<file path="src/rtl/qcore_wreg_arbiter.sv">
// Register-file write-port arbiter: pipeline writes win, external writes queue in a FIFO
// and drain on idle cycles; exports pending-address hits and a starvation stall request.
module qcore_wreg_arbiter #(
  parameter int unsigned FIFO_DEPTH = 4,
  parameter int unsigned STARVE_LIM = 8
) (
  input  logic        clk_i,
  input  logic        rst_i,
  input  logic        core_we_i,
  input  logic [6:0]  core_addr_i,
  input  logic [31:0] core_dt_i,
  input  logic        ext_req_i,
  input  logic [6:0]  ext_addr_i,
  input  logic [31:0] ext_dt_i,
  output logic        ext_ack_o,
  input  logic [6:0]  rs_addr_i [2],
  output logic [1:0]  pend_hit_o,
  output logic        stall_o,
  output logic        reg_we_o,
  output logic [6:0]  reg_addr_o,
  output logic [31:0] reg_dt_o,
  output logic [4:0]  q_cnt_o
);

  localparam int unsigned PW = $clog2(FIFO_DEPTH);
  localparam int unsigned EW = 39;

  logic [EW-1:0] mem_q [FIFO_DEPTH];
  logic [EW-1:0] mem_d [FIFO_DEPTH];
  logic [PW-1:0] wr_q, wr_d, rd_q, rd_d;
  logic [4:0]    count_q, count_d;
  logic [7:0]    starve_q, starve_d;
  logic          stall_q, stall_d;
  logic          reg_we_q, reg_we_d;
  logic [6:0]    reg_addr_q, reg_addr_d;
  logic [31:0]   reg_dt_q, reg_dt_d;
  logic [EW-1:0] head;
  logic          push, pop;

  assign ext_ack_o = ~rst_i & (count_q < 5'(FIFO_DEPTH));
  assign push      = ext_req_i & ext_ack_o;
  // Pop only looks at the registered count, so a same-cycle push can never be popped.
  assign pop       = ~rst_i & ~core_we_i & (count_q != 5'd0);
  assign head      = mem_q[rd_q];

  always_comb begin
    mem_d      = mem_q;
    wr_d       = wr_q;
    rd_d       = rd_q;
    count_d    = count_q;
    reg_we_d   = 1'b0;
    reg_addr_d = reg_addr_q;
    reg_dt_d   = reg_dt_q;
    starve_d   = starve_q;
    stall_d    = stall_q;

    if (push) begin
      mem_d[wr_q] = {ext_addr_i, ext_dt_i};
      wr_d        = wr_q + PW'(1);
    end
    if (pop) begin
      rd_d = rd_q + PW'(1);
    end
    case ({push, pop})
      2'b10:   count_d = count_q + 5'd1;
      2'b01:   count_d = count_q - 5'd1;
      default: count_d = count_q;
    endcase

    if (core_we_i) begin
      reg_we_d   = 1'b1;
      reg_addr_d = core_addr_i;
      reg_dt_d   = core_dt_i;
    end else if (pop) begin
      reg_we_d   = 1'b1;
      reg_addr_d = head[38:32];
      reg_dt_d   = head[31:0];
    end

    if ((count_q == 5'd0) || pop) begin
      starve_d = 8'd0;
    end else if (starve_q != 8'hFF) begin
      starve_d = starve_q + 8'd1;
    end

    if (pop) begin
      stall_d = 1'b0;
    end else if (starve_q >= 8'(STARVE_LIM)) begin
      stall_d = 1'b1;
    end
  end

  // Scan queue slots by age; only the first count_q slots from the head are live.
  always_comb begin
    pend_hit_o = 2'b00;
    for (int unsigned i = 0; i < FIFO_DEPTH; i++) begin
      if (5'(i) < count_q) begin
        for (int unsigned k = 0; k < 2; k++) begin
          if (mem_q[PW'(rd_q + PW'(i))][38:32] == rs_addr_i[k]) begin
            pend_hit_o[k] = 1'b1;
          end
        end
      end
    end
  end

  always_ff @(posedge clk_i) begin
    if (rst_i) begin
      wr_q       <= '0;
      rd_q       <= '0;
      count_q    <= '0;
      starve_q   <= '0;
      stall_q    <= 1'b0;
      reg_we_q   <= 1'b0;
      reg_addr_q <= '0;
      reg_dt_q   <= '0;
    end else begin
      wr_q       <= wr_d;
      rd_q       <= rd_d;
      count_q    <= count_d;
      starve_q   <= starve_d;
      stall_q    <= stall_d;
      reg_we_q   <= reg_we_d;
      reg_addr_q <= reg_addr_d;
      reg_dt_q   <= reg_dt_d;
    end
  end

  always_ff @(posedge clk_i) begin
    mem_q <= mem_d;
  end

  assign stall_o    = stall_q;
  assign reg_we_o   = reg_we_q;
  assign reg_addr_o = reg_addr_q;
  assign reg_dt_o   = reg_dt_q;
  assign q_cnt_o    = count_q;

endmodule

</file>
<file path="config.mk">
export PLATFORM = sky130hd
export DESIGN_NAME = qcore_wreg_arbiter
export DESIGN_NICKNAME = d
export VERILOG_FILES = /design/src/rtl/qcore_wreg_arbiter.sv
export SDC_FILE = /design/constraint.sdc
export NUM_CORES = 1
export LEC_CHECK = 0
export CAP_MARGIN = 20
export CORE_UTILIZATION = 55
export DETAILED_ROUTE_END_ITERATION = 12
export MAX_ROUTING_LAYER = met4
export PLACE_DENSITY_LB_ADDON = 0.15
export SLEW_MARGIN = 20
export SYNTH_ARGS = -nofsm -noshare
export SYNTH_HDL_FRONTEND = slang
export SYNTH_SLANG_ARGS = --single-unit
</file>
<file path="constraint.sdc">
create_clock -name clk_i -period 3.2 [get_ports clk_i]
set_input_delay 0.64 -clock clk_i [delete_from_list [all_inputs] [get_ports clk_i]]
set_output_delay 0.64 -clock clk_i [all_outputs]
set_load 0.02 [all_outputs]
</file>
After elaboration in Yosys (flattened, before gate mapping)
Index checks and enable logic that the tools add are counted.
{"block": "classes", "add_sub_neg": 7, "magnitude_cmp": 12, "n_eq_ne": 11, "muxes": 34, "n_bitwise": 11, "reduce_logical": 8}
{"operator": "$mux 39", "n": 9}
{"operator": "$bmux 39 s2", "n": 4}
{"operator": "$bwmux 156", "n": 1}
{"operator": "$demux 39 s2", "n": 1}
{"operator": "$mux 32", "n": 2}
{"operator": "$eq 7x7->1", "n": 8}
{"operator": "$ge 3x3->1 const B", "n": 5}
{"operator": "$not 2->3", "n": 5}
{"operator": "$mux 7", "n": 2}
{"operator": "$lt 1x5->1 const A", "n": 2}
{"operator": "$lt 2x5->1 const A", "n": 2}
{"operator": "$mux 1", "n": 10}
{"operator": "$pmux 5 s2", "n": 1}
{"operator": "$add 8x1->8 const B", "n": 1}
{"operator": "$ge 8x4->1 const B", "n": 1}
{"operator": "$mux 2", "n": 4}
{"operator": "$ne 8x8->1 const B", "n": 1}
{"operator": "$add 5x1->5 const B", "n": 1}
{"operator": "$logic_not 5->1", "n": 1}
{"operator": "$lt 5x3->1 const B", "n": 1}
{"operator": "$reduce_bool 5->1", "n": 1}
{"operator": "$sub 5x1->5 const B", "n": 1}
{"operator": "$add 2x1->2 const B", "n": 2}
{"operator": "$add 2x2->2 const B", "n": 2}
{"operator": "other kinds (9)", "n": 15}
{"block": "totals", "reg_bits": 214, "input_bits": 96, "output_inout_bits": 49, "word_cells": 95}

Longest topological paths before layout
Gate-level depths: netlist (run 1).
{"block": "depth", "ltp_word": 13, "depth_mapped": 11, "depth_no_buf": 10}

Worst setup path before layout (run 1)
Ideal clock, no wire load.
{"block": "synth_timing", "kind": "register to output", "start": "register rd_q[0]", "end": "output pend_hit_o[0]", "arrival_ns": 2.101, "required_time_ns": 2.560, "setup_slack_ns": 0.459, "stages_incl_launch_ff": 8, "n_path_buf": 2, "cell_sequence": "dfxtp_1 -> buf_6 -> buf_12 -> mux4_1 -> xnor2_1 -> nand4_1 -> a2111oi_0 -> or4_1"}
{"block": "synth_between", "elab_chain_cells": 13, "elab_cells_between_ends": 31, "classes_between": "3 x add/sub; 4 x eq/ne; 20 x mux; 4 x bitwise"}
{"element": "start, declared", "line": "30", "rtl": "logic [PW-1:0] wr_q, wr_d, rd_q, rd_d;"}
{"element": "start signal, assigned", "line": "119", "rtl": "rd_q <= rd_d;"}
{"element": "parallel branches: the longest is 12 deep, another holds $add 2x1->2"}
{"element": "$mux 2 (*)", "line": "97", "rtl": "if (5'(i) < count_q) begin"}
{"element": "end, declared", "line": "17", "rtl": "output logic [1:0] pend_hit_o,"}
Mark *: on every way between the ends. The select of a mux whose other input is x is not followed.

Worst setup path after layout (run 1)
{"block": "layout_timing", "start": "register rd_q[0]", "end": "output pend_hit_o[1]"}
The elaborated chain is that of the path after synthesis.

==> flow_summary.yaml, run 1 <==
status:
  outcome: "finished, violations left"
  failed_checks: "negative setup slack"
sta:
  max_slew.worst_pin.slew_ps: 653.7
  worst_slack_ps: -209.5
  fin_crit_ps: 3409
  final_min_period_over_clock_period_pct: 106.5
  slew_headroom_pct: 56.42
  fin_worst_skew_ps: 29.79
  slew_violations: 0
  rsz0062_at_grt: "true"
  final_hold_violation_count: 0
  max_clock_freq_mhz: 293.3
  final-setup-viol-count: 2
worst_setup_path:
  crit_path_max_fanout: 5
  end_kind: "output port"
  worst_endpoint_required_time_ps: 2560
  setup.worst_path.class: "reg2out"
  crit_path_start_kind: "flop"
  worst-r2r-setup-slack_ps: 610
  arrival_ps: 2770
pwr:
  vdd_ir_drop_max_mv: 0.5106
  totalPowerFinal_w: 0.007263
  p_leak_nw: 4.658
  power_density_nw_per_um2: 556.0
cts:
  cts_root_buffer: "sky130_fd_sc_hd__clkbuf_16"
  ctsHtreeMaxLevel: 1
  cts_tree: "built"
  worst_setup_hold_path_clk_slew_ps: 60
  number_of_buffers_created_by_cts: 22
  cts.path.max_buffers: 3
  clock_sinks: 214
  clock_latency_ps: 510
  cts-hold-fix-buffers: 0
logic_synthesis:
  syn_inst: 708
  synth_top_cell_by_area: "sky130_fd_sc_hd__edfxtp_1"
  ys.flop_type: "sky130_fd_sc_hd__edfxtp_1"
  mappedNetlistNets: 815
  synth-async-reset-ratio_pct: 0
  synth.distinct_cells: 49
  yosysTopAreaCellShare_pct: 47.81
  synthesis.yosys.warnings: 0
  syn-mean-instance-area_sq_um: 13.84
  synth-seq-area-share_pct: 59.66
  syn-cell-area_sq_um: 9798
  synth_edf_count: 156
  ys_ff_latch: 214
  netlist_top_cells_area: "sky130_fd_sc_hd__edfxtp_1, sky130_fd_sc_hd__dfxtp_1, sky130_fd_sc_hd__mux4_2"
routing:
  first_iter_violations: 356
  drt.antenna.violating_nets: 0
  post-route-drc-count: 0
  num_vias: 6633
  route.detailed.vias_per_inst: 5.674
  route.final.wire_length_um: 23500
  routedWlPerCell_um: 20.10
  first_pass_drt_iterations: 5
global_routing:
  use_met3_pct: 4.040
  gr-usage-met2_pct: 46.35
  grt_start_max_net_pins: 67
  globalRouteOverflowTotal: 0
  grt.total_usage_pct: 27.01
  global_route.usage.met1_pct: 32.38
  globalRoute.busiestLayer: "met2"
  antenna_found_initial: 2
  grt_first_pass_wirelength_um: 36230
  vias_in_the_first_global_route: 6878
floorplan:
  die_area_sq_um: 18350
  die-height_um: 135.5
  design.core.area_sq_um: 17360
  die_x_um: 135.5
  initial_util_pct: 56.45
  row_count: 48
  ios: 145
run:
  cap_violations: 0
worst_hold_path:
  timing.hold.worst.class: "reg2reg"
place:
  dp_worst_setup_slack_ps: -350.3
  post-place-cells: 1116
  dpl.hpwl_um: 16520
  io_buf_count: 144
  gp_congestion: 0.8687
final_layout:
  final_nets: 1033
  synthToLayoutAreaGrowth_pct: 33.32
  post_layout_nonfiller_instances: 1169
  layout.filler_cells: 1067
  final_layout_size_suffix_gt1_share_pct: 24.20
layout by cell type, fill, tap and decap left out, types with 11 or more instances in the layout:
cell type,synthesis,final
sky130_fd_sc_hd__edfxtp_1,156,156
sky130_fd_sc_hd__clkdlybuf4s50_1,0,140
sky130_fd_sc_hd__nor2_1,106,106
sky130_fd_sc_hd__buf_4,6,83
sky130_fd_sc_hd__dfxtp_1,58,56
sky130_fd_sc_hd__a21oi_1,52,51
sky130_fd_sc_hd__mux2i_1,61,47
sky130_fd_sc_hd__mux4_2,37,40
sky130_fd_sc_hd__xnor2_1,41,38
sky130_fd_sc_hd__clkbuf_16,0,22
sky130_fd_sc_hd__xor2_1,21,21
sky130_fd_sc_hd__inv_1,12,12
sky130_fd_sc_hd__mux2i_4,2,12
sky130_fd_sc_hd__ha_1,11,11
synth_stat cells (3+ instances only):
library cell	number
sky130_fd_sc_hd__or3_1	4
sky130_fd_sc_hd__mux4_2	37
sky130_fd_sc_hd__mux2i_1	61
sky130_fd_sc_hd__nand4_1	10
sky130_fd_sc_hd__nor2_1	106
sky130_fd_sc_hd__o21ai_0	8
sky130_fd_sc_hd__nor3_1	7
sky130_fd_sc_hd__xnor2_1	41
sky130_fd_sc_hd__edfxtp_1	156
sky130_fd_sc_hd__xor2_1	21
sky130_fd_sc_hd__ha_1	11
sky130_fd_sc_hd__a21oi_1	52
sky130_fd_sc_hd__buf_2	11
sky130_fd_sc_hd__nand3_1	6
sky130_fd_sc_hd__inv_1	12
sky130_fd_sc_hd__buf_1	4
sky130_fd_sc_hd__mux2_2	10
sky130_fd_sc_hd__a221oi_1	4
sky130_fd_sc_hd__and3_1	6
sky130_fd_sc_hd__mux4_1	3
sky130_fd_sc_hd__buf_4	6
sky130_fd_sc_hd__clkbuf_1	21
sky130_fd_sc_hd__mux2i_2	4
sky130_fd_sc_hd__dfxtp_1	58
sky130_fd_sc_hd__nor4_1	3
sky130_fd_sc_hd__nand2_1	8
sky130_fd_sc_hd__a211oi_1	3
sky130_fd_sc_hd__a31oi_1	4
sky130_fd_sc_hd__or4_1	3
sky130_fd_sc_hd__o22ai_1	4
flip-flops by register name, indices dropped and copies added, names as in the netlist, 2 cells and up:
| name | cells |
|---|---|
| wr_q | 2 |
| q_cnt_o | 5 |
| reg_addr_o | 7 |
| rd_q | 2 |
| starve_q | 8 |
| reg_dt_o | 32 |
| mem_q | 156 |
what timing repair did:
item,CTS,global route
pin swaps,8,8
gates resized for setup,51,19
setup endpoints to repair,2,2
cloned,3,0
setup buffers,8,1
routing by layer:
| metal | vias up | wire, um |
|---|---|---|
| met1 | 3264 | 9630 |
| met2 | 238 | 12000 |
| met5 | - | 0 |
| met3 | 48 | 1249 |
| li1 | 3083 | - |
| met4 | 0 | 626 |
final timing paths:
kind              depth (start not counted)                      end                    start
setup / recovery                          9            pend_hit_o[1]     rd_q[0]$_SDFFE_PP0P_
hold / removal                            2     stall_o$_SDFFE_PP0P_     stall_o$_SDFFE_PP0P_
setup reg to reg                         11  q_cnt_o[3]$_SDFFE_PP0P_  q_cnt_o[2]$_SDFFE_PP0P_
hold reg to reg                           2     stall_o$_SDFFE_PP0P_     stall_o$_SDFFE_PP0P_
critical path: stages, from the launching register on:
cell	delay, ps
sky130_fd_sc_hd__dfxtp_4	390
sky130_fd_sc_hd__buf_12	130
sky130_fd_sc_hd__buf_12	120
sky130_fd_sc_hd__mux4_2	540
sky130_fd_sc_hd__buf_6	160
sky130_fd_sc_hd__xnor2_4	120
sky130_fd_sc_hd__nand4_1	70
sky130_fd_sc_hd__nor2_1	50
sky130_fd_sc_hd__or4_4	530
sky130_fd_sc_hd__buf_6	150
layout make-up:
type                       instances  area (sq um)  area share, %
clock buffer                      25         561.8          4.301
inverter                          12         45.04         0.3448
sequential                       214          5853          44.81
multi-input combinational        435          3892          29.80
tap                              225         281.5          2.155
antenna                            2         5.005        0.03831
timing repair buffer             241          2325          17.80
clock inverter                    15         98.84         0.7567
cell families after synthesis:
logic type                 after synthesis  share of synthesized area, %
DFF                                    214                         59.66
and+or+nand+nor                        160                         7.330
muxes                                  119                         18.02
AOI/OAI and AO/OA                       83                         4.878
xor gates and xnor gates                62                         5.542
buffers and inverters                   59                         3.167
adders and majority gates               11                         1.405
stage by stage:
stage | cell area (sq um) | hold slack, ps | utilization (%) | TNS [ps]
final | 13060 | 539.1 | 75.26 | -409.2
after global routing | 13060 | 565.2 | 75.26 | -535.8
after CTS | 12930 | 542.6 | 74.50 | -465.8
after detailed placement | 11970 | 529.2 | 68.95 | -594.3
after global placement | 11970 | 502.8 | 68.95 | -586.4
after floorplan | 9798 | 488.6 | - | 0
report_power, final:
part,internal (W),switching (W),total [W]
Combinational,0.000918,0.000850,0.00177
Sequential,0.00312,0.0000788,0.00320
Clock,0.00128,0.00102,0.00229
Total,0.00532,0.00195,0.00726
Note: power is estimated with default switching activity, not from simulation.
==> run 2, diff against run 1 <==
Settings changed: CAP_MARGIN 20 to 10.
==> results of run 2 <==
Same layout as run 1: the final DEF is identical, and so are final timing and power.
